### src/rtl/ultrasonic_ranger_pkg.sv
// Shared types and default timing constants for the ultrasonic ranging chain
// (ranger front end, moving-average smoother, LED bar stage).
package ultrasonic_ranger_pkg;

    typedef enum logic [2:0] {
        IDLE,
        TRIG,
        WAIT_ECHO,
        MEASURE,
        HOLDOFF
    } state_t;

    localparam int unsigned DEF_CLK_PER_US = 40;
    localparam int unsigned DEF_TRIG_US    = 20;
    localparam int unsigned DEF_PERIOD_US  = 60000;
    localparam int unsigned DEF_MAX_US     = 3552;
    localparam int unsigned DEF_W          = 12;

    // Bits needed to hold values 0..n-1, never less than one bit.
    function automatic int unsigned cnt_w(input int unsigned n);
        return (n <= 1) ? 1 : $clog2(n);
    endfunction

endpackage

### src/rtl/ultrasonic_ranger_if.sv
// Sensor-side and sample-side signals of the ranger; master is the ranger itself.
interface ultrasonic_ranger_if #(
    parameter int unsigned W = ultrasonic_ranger_pkg::DEF_W
);
    logic         enable;
    logic         echo;
    logic         trig;
    logic [W-1:0] sample;
    logic         sample_valid;
    logic         timeout;
    logic         busy;

    modport master (
        input  enable, echo,
        output trig, sample, sample_valid, timeout, busy
    );

    modport slave (
        output enable, echo,
        input  trig, sample, sample_valid, timeout, busy
    );
endinterface

### src/rtl/ultrasonic_ranger_sync_edge.sv
// Two-flop synchronizer for the raw echo pin, plus a delay stage and
// registered rise/fall strobes aligned with the delayed level.
module sync_edge (
    input  logic clk,
    input  logic reset,
    input  logic din,
    output logic level,
    output logic rise,
    output logic fall
);
    logic meta;
    logic sync;

    always_ff @(posedge clk or posedge reset) begin
        if (reset) begin
            meta  <= 1'b0;
            sync  <= 1'b0;
            level <= 1'b0;
            rise  <= 1'b0;
            fall  <= 1'b0;
        end else begin
            meta  <= din;
            sync  <= meta;
            level <= sync;
            rise  <= sync & ~level;
            fall  <= ~sync & level;
        end
    end
endmodule

### src/rtl/ultrasonic_ranger.sv
// HC-SR04 front end: periodic trigger, echo width timing in microseconds,
// one sample per period with timeout flag for missing or saturated echoes.
module ultrasonic_ranger #(
    parameter int unsigned CLK_PER_US = ultrasonic_ranger_pkg::DEF_CLK_PER_US,
    parameter int unsigned TRIG_US    = ultrasonic_ranger_pkg::DEF_TRIG_US,
    parameter int unsigned PERIOD_US  = ultrasonic_ranger_pkg::DEF_PERIOD_US,
    parameter int unsigned MAX_US     = ultrasonic_ranger_pkg::DEF_MAX_US,
    parameter int unsigned W          = ultrasonic_ranger_pkg::DEF_W
) (
    input logic                 clk,
    input logic                 reset,
    ultrasonic_ranger_if.master bus
);
    import ultrasonic_ranger_pkg::*;

    localparam int unsigned PSW = cnt_w(CLK_PER_US);
    localparam int unsigned PCW = cnt_w(PERIOD_US);
    localparam int unsigned EW  = cnt_w(MAX_US + 1);

    state_t         state;
    logic [PSW-1:0] presc;
    logic [PCW-1:0] pcount;
    logic [EW-1:0]  ecount;
    logic           tick;
    logic           period_end;
    logic           echo_lvl;
    logic           echo_rise;
    logic           echo_fall;

    sync_edge u_sync (
        .clk   (clk),
        .reset (reset),
        .din   (bus.echo),
        .level (echo_lvl),
        .rise  (echo_rise),
        .fall  (echo_fall)
    );

    // Free-running microsecond prescaler.
    always_ff @(posedge clk or posedge reset) begin
        if (reset)     presc <= '0;
        else if (tick) presc <= '0;
        else           presc <= presc + 1'b1;
    end

    assign tick       = (presc == PSW'(CLK_PER_US - 1));
    assign period_end = tick && (pcount == PCW'(PERIOD_US - 1));

    always_ff @(posedge clk or posedge reset) begin
        if (reset) begin
            state            <= IDLE;
            pcount           <= '0;
            ecount           <= '0;
            bus.trig         <= 1'b0;
            bus.sample       <= '0;
            bus.sample_valid <= 1'b0;
            bus.timeout      <= 1'b0;
            bus.busy         <= 1'b0;
        end else begin
            bus.sample_valid <= 1'b0;
            if (tick && state != IDLE) pcount <= pcount + 1'b1;

            case (state)
                IDLE: begin
                    if (tick && bus.enable) begin
                        state    <= TRIG;
                        bus.trig <= 1'b1;
                        bus.busy <= 1'b1;
                        pcount   <= '0;
                    end
                end

                TRIG: begin
                    if (tick && pcount == PCW'(TRIG_US - 1)) begin
                        bus.trig <= 1'b0;
                        state    <= WAIT_ECHO;
                    end
                end

                WAIT_ECHO, MEASURE: begin
                    if (state == WAIT_ECHO) ecount <= '0;
                    if (state == MEASURE && echo_fall) begin
                        bus.sample       <= W'(ecount);
                        bus.timeout      <= 1'b0;
                        bus.sample_valid <= 1'b1;
                        state            <= HOLDOFF;
                    end else if (period_end) begin
                        // No usable echo this period: flag it and roll straight into the next one.
                        bus.sample       <= W'(MAX_US);
                        bus.timeout      <= 1'b1;
                        bus.sample_valid <= 1'b1;
                        state            <= bus.enable ? TRIG : IDLE;
                        bus.trig         <= bus.enable;
                        bus.busy         <= bus.enable;
                        pcount           <= '0;
                    end else if (state == WAIT_ECHO) begin
                        if (echo_rise) state <= MEASURE;
                    end else if (tick && echo_lvl) begin
                        if (ecount == EW'(MAX_US - 1)) begin
                            ecount           <= EW'(MAX_US);
                            bus.sample       <= W'(MAX_US);
                            bus.timeout      <= 1'b1;
                            bus.sample_valid <= 1'b1;
                            state            <= HOLDOFF;
                        end else begin
                            ecount <= ecount + 1'b1;
                        end
                    end
                end

                HOLDOFF: begin
                    if (period_end) begin
                        state    <= bus.enable ? TRIG : IDLE;
                        bus.trig <= bus.enable;
                        bus.busy <= bus.enable;
                        pcount   <= '0;
                    end
                end

                default: begin
                    state    <= IDLE;
                    bus.trig <= 1'b0;
                    bus.busy <= 1'b0;
                end
            endcase
        end
    end
endmodule

### src/flat_wrapper.sv
// flat-port wrapper written by rule: the top's interface ports become plain ports
module ultrasonic_ranger_flat import ultrasonic_ranger_pkg::*;
#(
    parameter int unsigned CLK_PER_US = ultrasonic_ranger_pkg::DEF_CLK_PER_US,
    parameter int unsigned TRIG_US    = ultrasonic_ranger_pkg::DEF_TRIG_US,
    parameter int unsigned PERIOD_US  = ultrasonic_ranger_pkg::DEF_PERIOD_US,
    parameter int unsigned MAX_US     = ultrasonic_ranger_pkg::DEF_MAX_US,
    parameter int unsigned W          = ultrasonic_ranger_pkg::DEF_W
)
  (clk, reset, bus_enable, bus_echo, bus_trig, bus_sample, bus_sample_valid, bus_timeout, bus_busy);
  ultrasonic_ranger_if #(.W(W)) bus_i ();
  input logic clk;
  input logic reset;
  input wire logic [$bits(bus_i.enable)-1:0] bus_enable;
  input wire logic [$bits(bus_i.echo)-1:0] bus_echo;
  output wire logic [$bits(bus_i.trig)-1:0] bus_trig;
  output wire logic [$bits(bus_i.sample)-1:0] bus_sample;
  output wire logic [$bits(bus_i.sample_valid)-1:0] bus_sample_valid;
  output wire logic [$bits(bus_i.timeout)-1:0] bus_timeout;
  output wire logic [$bits(bus_i.busy)-1:0] bus_busy;
  assign bus_i.enable = bus_enable;
  assign bus_i.echo = bus_echo;
  assign bus_trig = bus_i.trig;
  assign bus_sample = bus_i.sample;
  assign bus_sample_valid = bus_i.sample_valid;
  assign bus_timeout = bus_i.timeout;
  assign bus_busy = bus_i.busy;
  ultrasonic_ranger #(.CLK_PER_US(CLK_PER_US), .TRIG_US(TRIG_US), .PERIOD_US(PERIOD_US), .MAX_US(MAX_US), .W(W)) u_core (.clk(clk), .reset(reset), .bus(bus_i));
endmodule
### config.mk
export PLATFORM = sky130hd
export DESIGN_NAME = ultrasonic_ranger_flat
export DESIGN_NICKNAME = d
export VERILOG_FILES = /design/src/rtl/ultrasonic_ranger_pkg.sv /design/src/rtl/ultrasonic_ranger_if.sv /design/src/rtl/ultrasonic_ranger_sync_edge.sv /design/src/rtl/ultrasonic_ranger.sv /design/src/flat_wrapper.sv
export SDC_FILE = /design/constraint.sdc
export NUM_CORES = 1
export LEC_CHECK = 0
export ABC_AREA = 1
export CORE_MARGIN = 3
export CORE_UTILIZATION = 60
export DETAILED_ROUTE_END_ITERATION = 10
export MAX_ROUTING_LAYER = met4
export PLACE_DENSITY_LB_ADDON = 0.25
export SLEW_MARGIN = 10
export SYNTH_ARGS = -nofsm -noshare
export SYNTH_HDL_FRONTEND = slang
export SYNTH_SLANG_ARGS = --single-unit
### constraint.sdc
create_clock -name clk -period 2.4 [get_ports clk]
set_input_delay 0.24 -clock clk [delete_from_list [all_inputs] [get_ports clk]]
set_output_delay 0.24 -clock clk [all_outputs]
set_load 0.05 [all_outputs]
# After elaboration in Yosys (flattened, before gate mapping)
# Cells that the tools add are included.
[word_totals]
elab_cells = 100
regBits = 58
input_bits = 4
[op_classes]
addsub = 3
n_reduce_logical = 15
n_bitwise = 5
n_eq_ne = 16
mux = 47
[op_table]
columns = ["cell", "count"]
rows = [
  ["$mux 12", 11],
  ["$mux 16", 4],
  ["$pmux 16 s3", 1],
  ["$mux 3", 9],
  ["$mux 1", 18],
  ["$add 16x1->16 const B", 1],
  ["$eq 16x16->1 const B", 1],
  ["$eq 16x5->1 const B", 1],
  ["$add 12x1->12 const B", 1],
  ["$eq 12x12->1 const B", 1],
  ["$pmux 3 s4", 1],
  ["$ne 5x1->1 const B", 2],
  ["$reduce_bool 3->1", 3],
  ["$pmux 1 s4", 2],
  ["$add 6x1->6 const B", 1],
  ["$eq 3x2->1 const B", 2],
  ["$eq 6x6->1 const B", 1],
  ["$logic_and 1x1->1", 6],
  ["$mux 6", 1],
  ["$ne 2x1->1 const B", 3],
  ["$reduce_and 3->1", 2],
  ["$reduce_and 6->1", 1],
  ["$ne 5x4->1 const B", 1],
  ["$reduce_and 4->1", 1],
  ["8 further kinds", 11],
]

# Longest topological paths before layout
[logic_depth]
word_depth = 7
ltp_mapped = 13
depth_no_buf = 12

# Cells and area by module
# Synthesis repeated with hierarchy kept, for this count alone.
[hier_totals]
cells_unflattened = 482
area_unflattened_um2 = 3498.4
[modules_own_cells]
columns = ["module", "n_inst", "cells_each", "area_each_um2"]
rows = [
  ["ultrasonic_ranger", 1, 472, 3354.5],
  ["sync_edge", 1, 10, 143.9],
]

# Worst setup path after synthesis
# Ideal clock, no wire load.
[synth_timing]
kind = "register to register"
start = "register u_core.presc[0]"
end = "register u_core.pcount[12]"
path_stages_with_launch = 12
arrival_ps = 1565
setup_slack_ps = 722
cell_sequence = "dfrtp_1 -> ha_1 -> nand2_1 -> nor2_4 -> nand3_4 -> nor2_4 -> a21oi_4 -> nor2_4 -> nand2_2 -> buf_6 -> nand2_1 -> inv_1"
[synth_via]
elab_chain_cells = 6
word_cells_on_any_way = 9
cone_classes = "eq/ne (1); mux (5); reduce/logical (3)"
[synth_lines]
columns = ["item", "line", "text"]
rows = [
  ["start: declaration", "ultrasonic_ranger.sv:21", "logic [PSW-1:0] presc;"],
  ["start signal: assignment", "ultrasonic_ranger.sv:43", "else presc <= presc + 1'b1;"],
  ["$eq 6x6->1 (*)", "ultrasonic_ranger.sv:46", "assign tick = (presc == PSW'(CLK_PER_US - 1));"],
  ["$logic_and 1x1->1", "ultrasonic_ranger.sv:61", "if (tick && state != IDLE) pcount <= pcount + 1'b1;"],
  ["$mux 16", "ultrasonic_ranger.sv:61", ""],
  ["$mux 16", "ultrasonic_ranger.sv:87, ultrasonic_ranger.sv:112", ""],
  ["$mux 16", "ultrasonic_ranger.sv:82", "if (state == MEASURE && echo_fall) begin"],
  ["$pmux 16 s3 (*)", "ultrasonic_ranger.sv:63", "case (state)"],
  ["end signal: assignment", "ultrasonic_ranger.sv:61", ""],
  ["end: declaration", "ultrasonic_ranger.sv:22", "logic [PCW-1:0] pcount;"],
]
# Mark *: on every way between the ends. The rest lies on a longest branch, timed or not.
# A chain may end at the register's enable or synchronous reset.

# Worst setup path after layout
[layout_timing]
start = "register u_core.presc[0]"
end = "register u_core.bus.timeout"
[layout_via]
elab_chain_cells = 4
word_cells_on_any_way = 9
cone_classes = "eq/ne (2); mux (2); reduce/logical (5)"
[layout_lines]
columns = ["item", "line", "text"]
rows = [
  ["$eq 6x6->1 (*)", "ultrasonic_ranger.sv:46", ""],
  ["$logic_and 1x1->1, on equally long branches", "ultrasonic_ranger.sv:47, ultrasonic_ranger.sv:98", ""],
  ["$ne 3x2->1 (no line) (tied with other cells)", "n/a", ""],
  ["$reduce_and 4->1 (no line) or $mux 1 (tied branches)", "n/a", ""],
  ["end signal: assignment", "ultrasonic_ranger.sv:57", "bus.timeout <= 1'b0;"],
  ["end signal: assignment", "ultrasonic_ranger.sv:84", "bus.timeout <= 1'b0;"],
  ["end signal: assignment", "ultrasonic_ranger.sv:90", "bus.timeout <= 1'b1;"],
  ["end: declaration", "ultrasonic_ranger_if.sv:15", "output trig, sample, sample_valid, timeout, busy"],
]
# Marked as above.

==> flow_summary_export.csv <==
group,metric,value,unit
clocking,clock_transition_time_at_the_flip_flop_clock_pins_of_the_worst_setup_and_hold_paths,0.06,ns
sta,finalWorstPathRequiredPeriod,2.09,ns
worst_setup_path,critical_path_peak_fanout,11,
routing,drtIter0Drc,199,
power_and_ir_drop,ir_drop,0.523,mV
worst_setup_path,r2r-end,"u_core.bus.timeout",
worst_setup_path,setup.worst_path.end,"u_core.bus.timeout",
yosys,post-synth-top-area-cell,"dfrtp_1",
floorplan,io_pins,20,
worst_setup_path,worst-r2r-setup-slack,0.31,ns
routing,highest-signal-layer,"met4",
yosys,ys.warnings.count,0,
min_path,hp-class,"in2async",
placement,io_buffer_count,19,
global_routing,number_of_global_route_vias_before_repair,2874,
final_layout,final_nets,499,
yosys,synthTopCellsByArea,"dfrtp_1, nand2_1, nor2_1",
routing,routed-via-count,3047,
sta,setup-tns-final,0,ns
final_layout,antenna_cells,0,
clocking,h_tree_level_count,3,
final_layout,multiInputGateArea,0.00166,mm^2
routing,ant_nets,0,
sta,final.setup.worst_slack,0.309,ns
sta,max_freq,478,MHz
power_and_ir_drop,power_leakage,2.04,nW
floorplan,coreArea,0.00530,mm^2
yosys,synth.cells.most_frequent,"nand2_1, nor2_1, inv_1",
floorplan,dieHeight,81.5,um
global_routing,grt_max_degree,38,
yosys,synth-async-reset-ratio,1.00,
final_layout,fraction_of_final_layout_cells_sized_beyond_drive_strength_1,0.0986,
yosys,syn-mean-instance-area,7.35,um^2
yosys,synth_cell_types,36,
sta,final-setup-viol-count,0,
sta,slew_violations,0,
yosys,synth-edff-count,0,
worst_setup_path,worst_setup_path_end_kind,"flop",
outcome,run_status,"finished, final reports clean",
job,cap_viol_max_count,0,
routing,detail_route.wl_per_cell,13.9,um
worst_setup_path,critPathKind,"reg2reg",
placement,post_detail_place_hpwl,6.03,mm
clocking,post-cts-setup-buffers,0,
routing,detail_route.wirelength.met1,3.65,mm
sta,report.final.hold_viol_count,0,
yosys,synth.net_count,473,
yosys,synthMostInstantiatedCell,"nand2_1",
routing,drt-pass1-iter-count,6,
sta,fin_skew,0.00536,ns
worst_setup_path,worst-endpoint-arrival,2.34,ns
sta,slew_headroom,0.643,
clocking,cts_root_buf,"clkbuf_8",
global_routing,overall_global_routing_usage,0.278,
worst_setup_path,startpoint_types,"flop",
worst_setup_path,required,2.65,ns
yosys,postSynthCellCount,466,
clocking,worst_skew_pair.late_latency,0.33,ns
routing,routed_wl_met2,3.70,mm
clocking,cts_inserted_buffers,9,
floorplan,die_footprint,0.00665,mm^2
clocking,cts_sinks,58,
final_layout,sequential_cell_area,0.00145,mm^2
yosys,netlist.area_leader.share,0.424,
yosys,synth-seq-area-share,0.424,
sta,finalCritPeriodShare,0.871,
global_routing,grt_pass1_wl,13.6,mm
worst_setup_path,r2r.worst_path.cells,11,
routing,wl_final,7.86,mm
global_routing,overflow,0,
clocking,cts_hold_repair.buffers,0,
yosys,ys_seq_elements,58,
floorplan,floorplan.initialDensity,0.646,
yosys,synthFlopType,"dfrtp_1",
final_layout,nFillCells,417,
clocking,ctsLongestPathBuffers,2,
floorplan,die_width,81.5,um
routing,drt-vias-per-instance,5.37,
routing,met3_length,435,um
power_and_ir_drop,power_density,513,mW/mm^2
sta,tightestPinTransition,0.531,ns
final_layout,layout-area-overhead-vs-synth,14.4,%
yosys,synth_area,0.00342,mm^2
sta,grt_setup_unrepaired,"false",
worst_setup_path,worst_r2r_startpoint,"u_core.presc[0]",
clocking,cts_tree,"yes",
placement,gp_congestion,0.974,
placement,post-place-ws,0.348,ns
floorplan,placementRows,26,
clocking,cts_resized,0,
global_routing,antenna_found_initial,0,
routing,drc,0,
worst_setup_path,crit_path_start,"u_core.presc[0]",
[registers in the layout, indices dropped and copies added, names as in the netlist]
register and count:
u_core.u_sync.sync 1, u_core.bus.sample_valid 1, u_core.pcount 16, u_core.u_sync.meta 1, u_core.u_sync.fall 1, u_core.bus.sample 12
u_core.u_sync.rise 1, u_core.u_sync.level 1, u_core.bus.timeout 1, u_core.ecount 12, u_core.bus.busy 1, u_core.state 3
u_core.presc 6, u_core.bus.trig 1
[how the worst min path moves through the flow]
| stage | slack, ns | depth (start not counted) | endpoint | startpoint |
|---|---|---|---|---|
| floorplan | 0.27 | 0 | u_core.u_sync.meta | bus_echo |
| finish | 0.26 | 2 | u_core.ecount[8] | reset |
| global route | 0.30 | 2 | u_core.bus.sample[9] | reset |
| global placement | 0.34 | 0 | u_core.u_sync.sync | u_core.u_sync.meta |
| CTS | 0.27 | 2 | u_core.bus.sample[3] | reset |
| detailed placement | 0.34 | 0 | u_core.u_sync.sync | u_core.u_sync.meta |
[logic make-up (layout without fill, tap and decap cells)]
| group | Yosys count | after routing | synth area share |
|---|---|---|---|
| adders and majority gates | 3 | 3 | 0.0110 |
| buffers and inverters | 78 | 109 | 0.0921 |
| xor gates and xnor gates | 18 | 18 | 0.0461 |
| AOI/OAI and AO/OA | 39 | 39 | 0.0647 |
| and+or+nand+nor | 266 | 266 | 0.351 |
| muxes | 4 | 4 | 0.0117 |
| DFF | 58 | 58 | 0.424 |
[routing by layer]
metal	global-route usage	up-vias
met2	0.425	93
met3	0.0526	8
met4	0.0895	0
li1	-	1516
met1	0.374	1430
met5	-	-
[worst max-delay path, cell delays in order, from the launching register on]
cell      delay (ns)
dfrtp_1         0.38
ha_1            0.19
nand2_1         0.12
nor2_4          0.29
nand2_2         0.21
inv_1           0.22
nand2_1         0.11
nand2_2         0.11
nand3_4         0.11
clkinv_2        0.12
nor2_1          0.05
nor2_1          0.10
[metrics by stage]
stage          power, mW  hold slack (ns)  instance area, um^2  utilization  instances
6_report            2.01            0.256                 3920        0.738        567
5_1_grt             2.07            0.302                 3920        0.738        567
4_1_cts             2.02            0.266                 3920        0.738        567
3_5_place_dp        1.04            0.343                 3700        0.697        551
3_3_place_gp        1.04            0.344                 3700        0.697        551
2_1_floorplan       1.02            0.271                 3420            -        466
[placed cells by master, fill, tap and decap left out, drive strengths merged]
cell	instances
a31oi	3
nand3	37
and3	1
xnor2	2
ha	3
nand2	122
nand4	9
clkbuf	11
clkinvlp	1
a41oi	1
dfrtp	58
a21oi	15
xor2	16
o22ai	1
buf	3
clkdlybuf4s50	19
mux2i	4
or2	1
inv	69
o21bai	1
clkinv	4
nor2	84
o21ai	18
nand3b	1
nor3	11
bufinv	2
[power breakdown]
part / leakage, nW / internal, mW / switching, mW
Sequential: 0.766 / 0.982 / 0.00272
Clock: 0.109 / 0.609 / 0.383
Combinational: 1.17 / 0.00930 / 0.0228
Total: 2.04 / 1.60 / 0.409
[area by class of cell]
type,count,area share
clock inverters,5,0.0198
well taps,70,0.0224
clock buffers,11,0.0361
flip-flops and latches,58,0.371
inverters,71,0.0703
repair buffers,22,0.0575
multi-input cells,330,0.423
No activity file was read; power rests on OpenSTA's default activity.
==> RTL edit 1, RTL diff (same flow settings) <==
`DEF_W`: 12 -> 16.
--- a/src/rtl/ultrasonic_ranger_pkg.sv
+++ b/src/rtl/ultrasonic_ranger_pkg.sv
@@ -14,7 +14,7 @@
     localparam int unsigned DEF_TRIG_US    = 20;
     localparam int unsigned DEF_PERIOD_US  = 60000;
     localparam int unsigned DEF_MAX_US     = 3552;
-    localparam int unsigned DEF_W          = 12;
+    localparam int unsigned DEF_W          = 16;
 
     // Bits needed to hold values 0..n-1, never less than one bit.
     function automatic int unsigned cnt_w(input int unsigned n);
Ports: changed (resized bus_sample); port bits go from 20 to 24. No check against the original RTL was run, so the function may have changed too.
==> RTL edit 1 against the unedited design <==
  * Sequential cell count unchanged
  * Final area up 2.9%
  * Wire length up 4.8%
  * Critical path depth down 1
  * Total power down 4.2%
  * Synthesized area up 4.9%
  * Largest cell class unchanged
  * Non-clock buffer count up 1
  * Setup slack worse by 0.013 ns
  * Combinational power up 40%
  * Final cell count up 8.6%
==> RTL edit 1: results <==
{
  "fin_nets": 548,
  "grt_max_degree": 34,
  "hold_ws_ns": 0.271,
  "first_global_vias": 3117,
  "dp_hpwl_um": 6090,
  "ys_top_cells_by_area": "dfrtp_1, nand2_1, nor2_1",
  "timing.final.ws_setup_ns": 0.297,
  "wl_met1_um": 3920,
  "fin_skew_ns": 0.00858,
  "status": "finished, final reports clean",
  "drt-vias-per-instance": 5.41,
  "rr_worst_depth": 10,
  "drive_gt1_share_pct": 10.1,
  "place_congestion": 0.975,
  "drt_iter0_markers": 239,
  "pre_cts_slack_ns": 0.292,
  "ys_seq_area_share_pct": 40.4,
  "dpl.cell_count": 602,
  "grtUsageTotal_pct": 25.8,
  "synth_commonest_cells": "nand2_1, nor2_1, inv_1",
  "synthMuxAreaShare_pct": 0.279,
  "ir_drop_mv": 0.377,
  "placed_area_um2": 3840,
  "dr_wl_met2_um": 3640,
  "p_leak_nw": 2.01,
  "grt_pass1_wl_um": 14200,
  "synth_area_per_cell_um2": 6.92,
  "slew_headroom_pct": 63.4,
  "cp_max_fo": 14,
  "synth_compound_area_share_pct": 8.61
}
[RTL edit 1: changes by cell type in the layout (fill, tap and decap cells not counted), sizes merged, moves of 4 or more]
cell   change
a21oi     +11
conb       +4
inv        +5
nand2     +36
o21ai      +9
xor2       -7
[RTL edit 1: report_power, final]
part | total, mW | leakage [nW] | internal (mW) | switching, mW
sequential | 0.985 | 0.740 | 0.982 | 0.00324
combinational | 0.0448 | 1.17 | 0.00902 | 0.0358
clock | 0.894 | 0.101 | 0.520 | 0.374
total | 1.92 | 2.01 | 1.51 | 0.413
[RTL edit 1: layout make-up]
cell class	instances	area (um^2)
flip-flops and latches	58	1450
fillers	483	1610
multi-input cells	375	1780
well taps	72	90.1
clock inverters	3	40.0
inverters	74	278
clock buffers	11	151
repair buffers	23	233
[RTL edit 1: per-layer routing]
layer | vias up | global-route usage (%)
met3 | 16 | 5.16
li1 | 1655 | -
met5 | - | -
met4 | 0 | 8.62
met2 | 112 | 38.1
met1 | 1552 | 35.7
==> RTL edit 2, RTL diff (config.mk and constraints unchanged) <==
Made on the original files. Reset style: synchronous (`reset`), changed in 3 clocked blocks.
--- a/src/rtl/ultrasonic_ranger_sync_edge.sv
+++ b/src/rtl/ultrasonic_ranger_sync_edge.sv
@@ -11,7 +11,7 @@
     logic meta;
     logic sync;
 
-    always_ff @(posedge clk or posedge reset) begin
+    always_ff @(posedge clk) begin
         if (reset) begin
             meta  <= 1'b0;
             sync  <= 1'b0;
--- a/src/rtl/ultrasonic_ranger.sv
+++ b/src/rtl/ultrasonic_ranger.sv
@@ -37,7 +37,7 @@
     );
 
     // Free-running microsecond prescaler.
-    always_ff @(posedge clk or posedge reset) begin
+    always_ff @(posedge clk) begin
         if (reset)     presc <= '0;
         else if (tick) presc <= '0;
         else           presc <= presc + 1'b1;
@@ -46,7 +46,7 @@
     assign tick       = (presc == PSW'(CLK_PER_US - 1));
     assign period_end = tick && (pcount == PCW'(PERIOD_US - 1));
 
-    always_ff @(posedge clk or posedge reset) begin
+    always_ff @(posedge clk) begin
         if (reset) begin
             state            <= IDLE;
             pcount           <= '0;
Check against the original RTL: same outputs for any inputs over 10 cycles, from zero or initial values and one cycle with reset high; that may be too few to reach the edited logic, so the function may still have changed.
==> RTL edit 2 against the unedited design <==
  * Hold slack gained 0.16 ns
  * Sequential cell count stayed put
  * Critical path depth is 3 lower
  * Final area is 8.4% lower
  * Global-route usage shrank 0.53 points
  * Setup slack better by 0.066 ns
  * Wire length shrank 7.1%
  * Synthesized area is 7.3% lower
  * Count of clock-buffer cells in the layout down 1
  * Critical path type unchanged
  * Highest routed layer unchanged
Power is not compared: it rests on default switching activity, and its combinational part moved more than twofold at a synthesized area within 25%.
==> RTL edit 2: results <==
{
  "ir_drop_mv": 0.641,
  "grt_pass1_wl_um": 13000,
  "crit_slowest_cell": "dfxtp_1",
  "dpl.cell_count": 541,
  "tightest_slew_ns": 0.506,
  "numPortBuffers": 19,
  "synth_commonest_cells": "nand2_1, nor2_1, dfxtp_1",
  "yosysWarnings": 0,
  "synth.distinct_cells": 43,
  "diodes": 0,
  "first_global_vias": 2903,
  "drive_gt1_share_pct": 9.39,
  "hold_ws_ns": 0.411,
  "clk_latency_ns": 0.34,
  "grt_max_degree": 28,
  "crit_family": "simple AND/OR/NAND/NOR gates",
  "routed_wl_um": 7300,
  "clk_path_buf_depth": 2,
  "post_cts_resized": 0,
  "synth_fp_nets": 472,
  "fin_skew_ns": 0.00876,
  "wl_per_cell_um": 13.1,
  "cp.arrival_ns": 2.24,
  "hold_class": "reg2reg",
  "dp_hpwl_um": 5310,
  "cts_root_buffer": "clkbuf_8",
  "drt_iter0_markers": 355,
  "numCtsBuffers": 9,
  "synth_area_per_cell_um2": 6.83,
  "p_leak_nw": 1.42,
  "ys_top_cells_by_area": "dfxtp_1, nand2_1, nor2_1",
  "cts_setup_buffers": 0,
  "fin_nets": 492,
  "synthArstFlopShare_pct": 0,
  "drt_pass1_iterations": 6,
  "n_fill_cell": 387,
  "grtUsageTotal_pct": 27.3,
  "cts.reportedPaths.clkPinSlew_ns": 0.06,
  "vias": 3139,
  "cp_max_fo": 9,
  "regToRegSetupSlack_ns": 0.38,
  "ys_seq_area_share_pct": 36.6,
  "antenna_found_initial": 0,
  "worst_path_largest_cell_delay_ns": 0.35,
  "place_congestion": 1.04,
  "status": "finished, final reports clean",
  "top_regs": "u_core.pcount: 16 flops, u_core.bus.sample: 12 flops, u_core.ecount: 12 flops",
  "drcViolationCount": 0,
  "htree_levels": 3
}
==> RTL edit 2: cell count changes in the layout (fill, tap and decap cells not counted), moves of 5 or more <==
cell	change
a22oi_1	+6
dfrtp_1	-58
dfxtp_1	+58
inv_1	-19
nand2_1	-9
nand3_1	-11
nor2_1	+6
nor3_1	+10
o21ai_0	+12
xor2_1	-5
==> RTL edit 2: metrics by stage <==
stage / worst slack [ns] / total power, mW / area, um^2
floorplan: 0.708 / 1.72 / 3170
CTS: 0.382 / 2.73 / 3590
global placement: 0.515 / 1.85 / 3400
detailed placement: 0.392 / 1.88 / 3400
global route: 0.206 / 2.89 / 3590
finish: 0.375 / 2.72 / 3590
==> RTL edit 2: layer usage <==
layer,part of all wire [%],global-route usage (%)
met5,0,-
met3,9.0,6.46
met1,44,35.3
met2,45,41.3
met4,1.3,10.5
==> RTL edit 2: kinds of logic after synthesis <==
logic type / Yosys count / share of synthesized area [%]
xor+xnor: 13 / 3.59
fa+ha+maj: 3 / 1.18
mux: 1 / 0.315
compound gates: 66 / 12.5
simple gates: 264 / 38.3
buf+inv: 60 / 7.53
flops: 58 / 36.6
==> RTL edit 2: layout make-up <==
cell class / instances / area, um^2 / area share, %
multi-input combinational: 347 / 1770 / 49.5
sequential: 58 / 1160 / 32.4
timing repair buffer: 20 / 198 / 5.51
inverter: 49 / 184 / 5.13
clock buffer: 10 / 128 / 3.56
tap: 67 / 83.8 / 2.34
clock inverter: 6 / 57.6 / 1.61
==> RTL edit 2: worst paths after layout <==
check	start	end	depth (start not counted)
worst min register to register	u_core.u_sync.meta$_SDFF_PP0_	u_core.u_sync.sync$_SDFF_PP0_	2
worst max-delay path	u_core.presc[0]$_SDFF_PP0_	u_core.bus.sample[9]$_SDFFE_PP0P_	8
worst min-delay path	u_core.u_sync.meta$_SDFF_PP0_	u_core.u_sync.sync$_SDFF_PP0_	2
worst max register to register	u_core.presc[0]$_SDFF_PP0_	u_core.bus.sample[9]$_SDFFE_PP0P_	8
==> RTL edit 2: worst reg2reg max path: stages (launching register included) <==
cell,delay [ns]
dfxtp_1,0.35
ha_1,0.24
nand3_4,0.14
nor3_4,0.35
nand3_1,0.19
nand3_2,0.20
nand3_4,0.17
a22oi_1,0.20
nor2_1,0.06
==> RTL edit 2: report_power, final <==
part,leakage (nW),switching (mW),internal (mW)
logic,0.858,0.533,0.243
clock network,0.0958,0.382,0.471
registers,0.469,0.0623,1.02
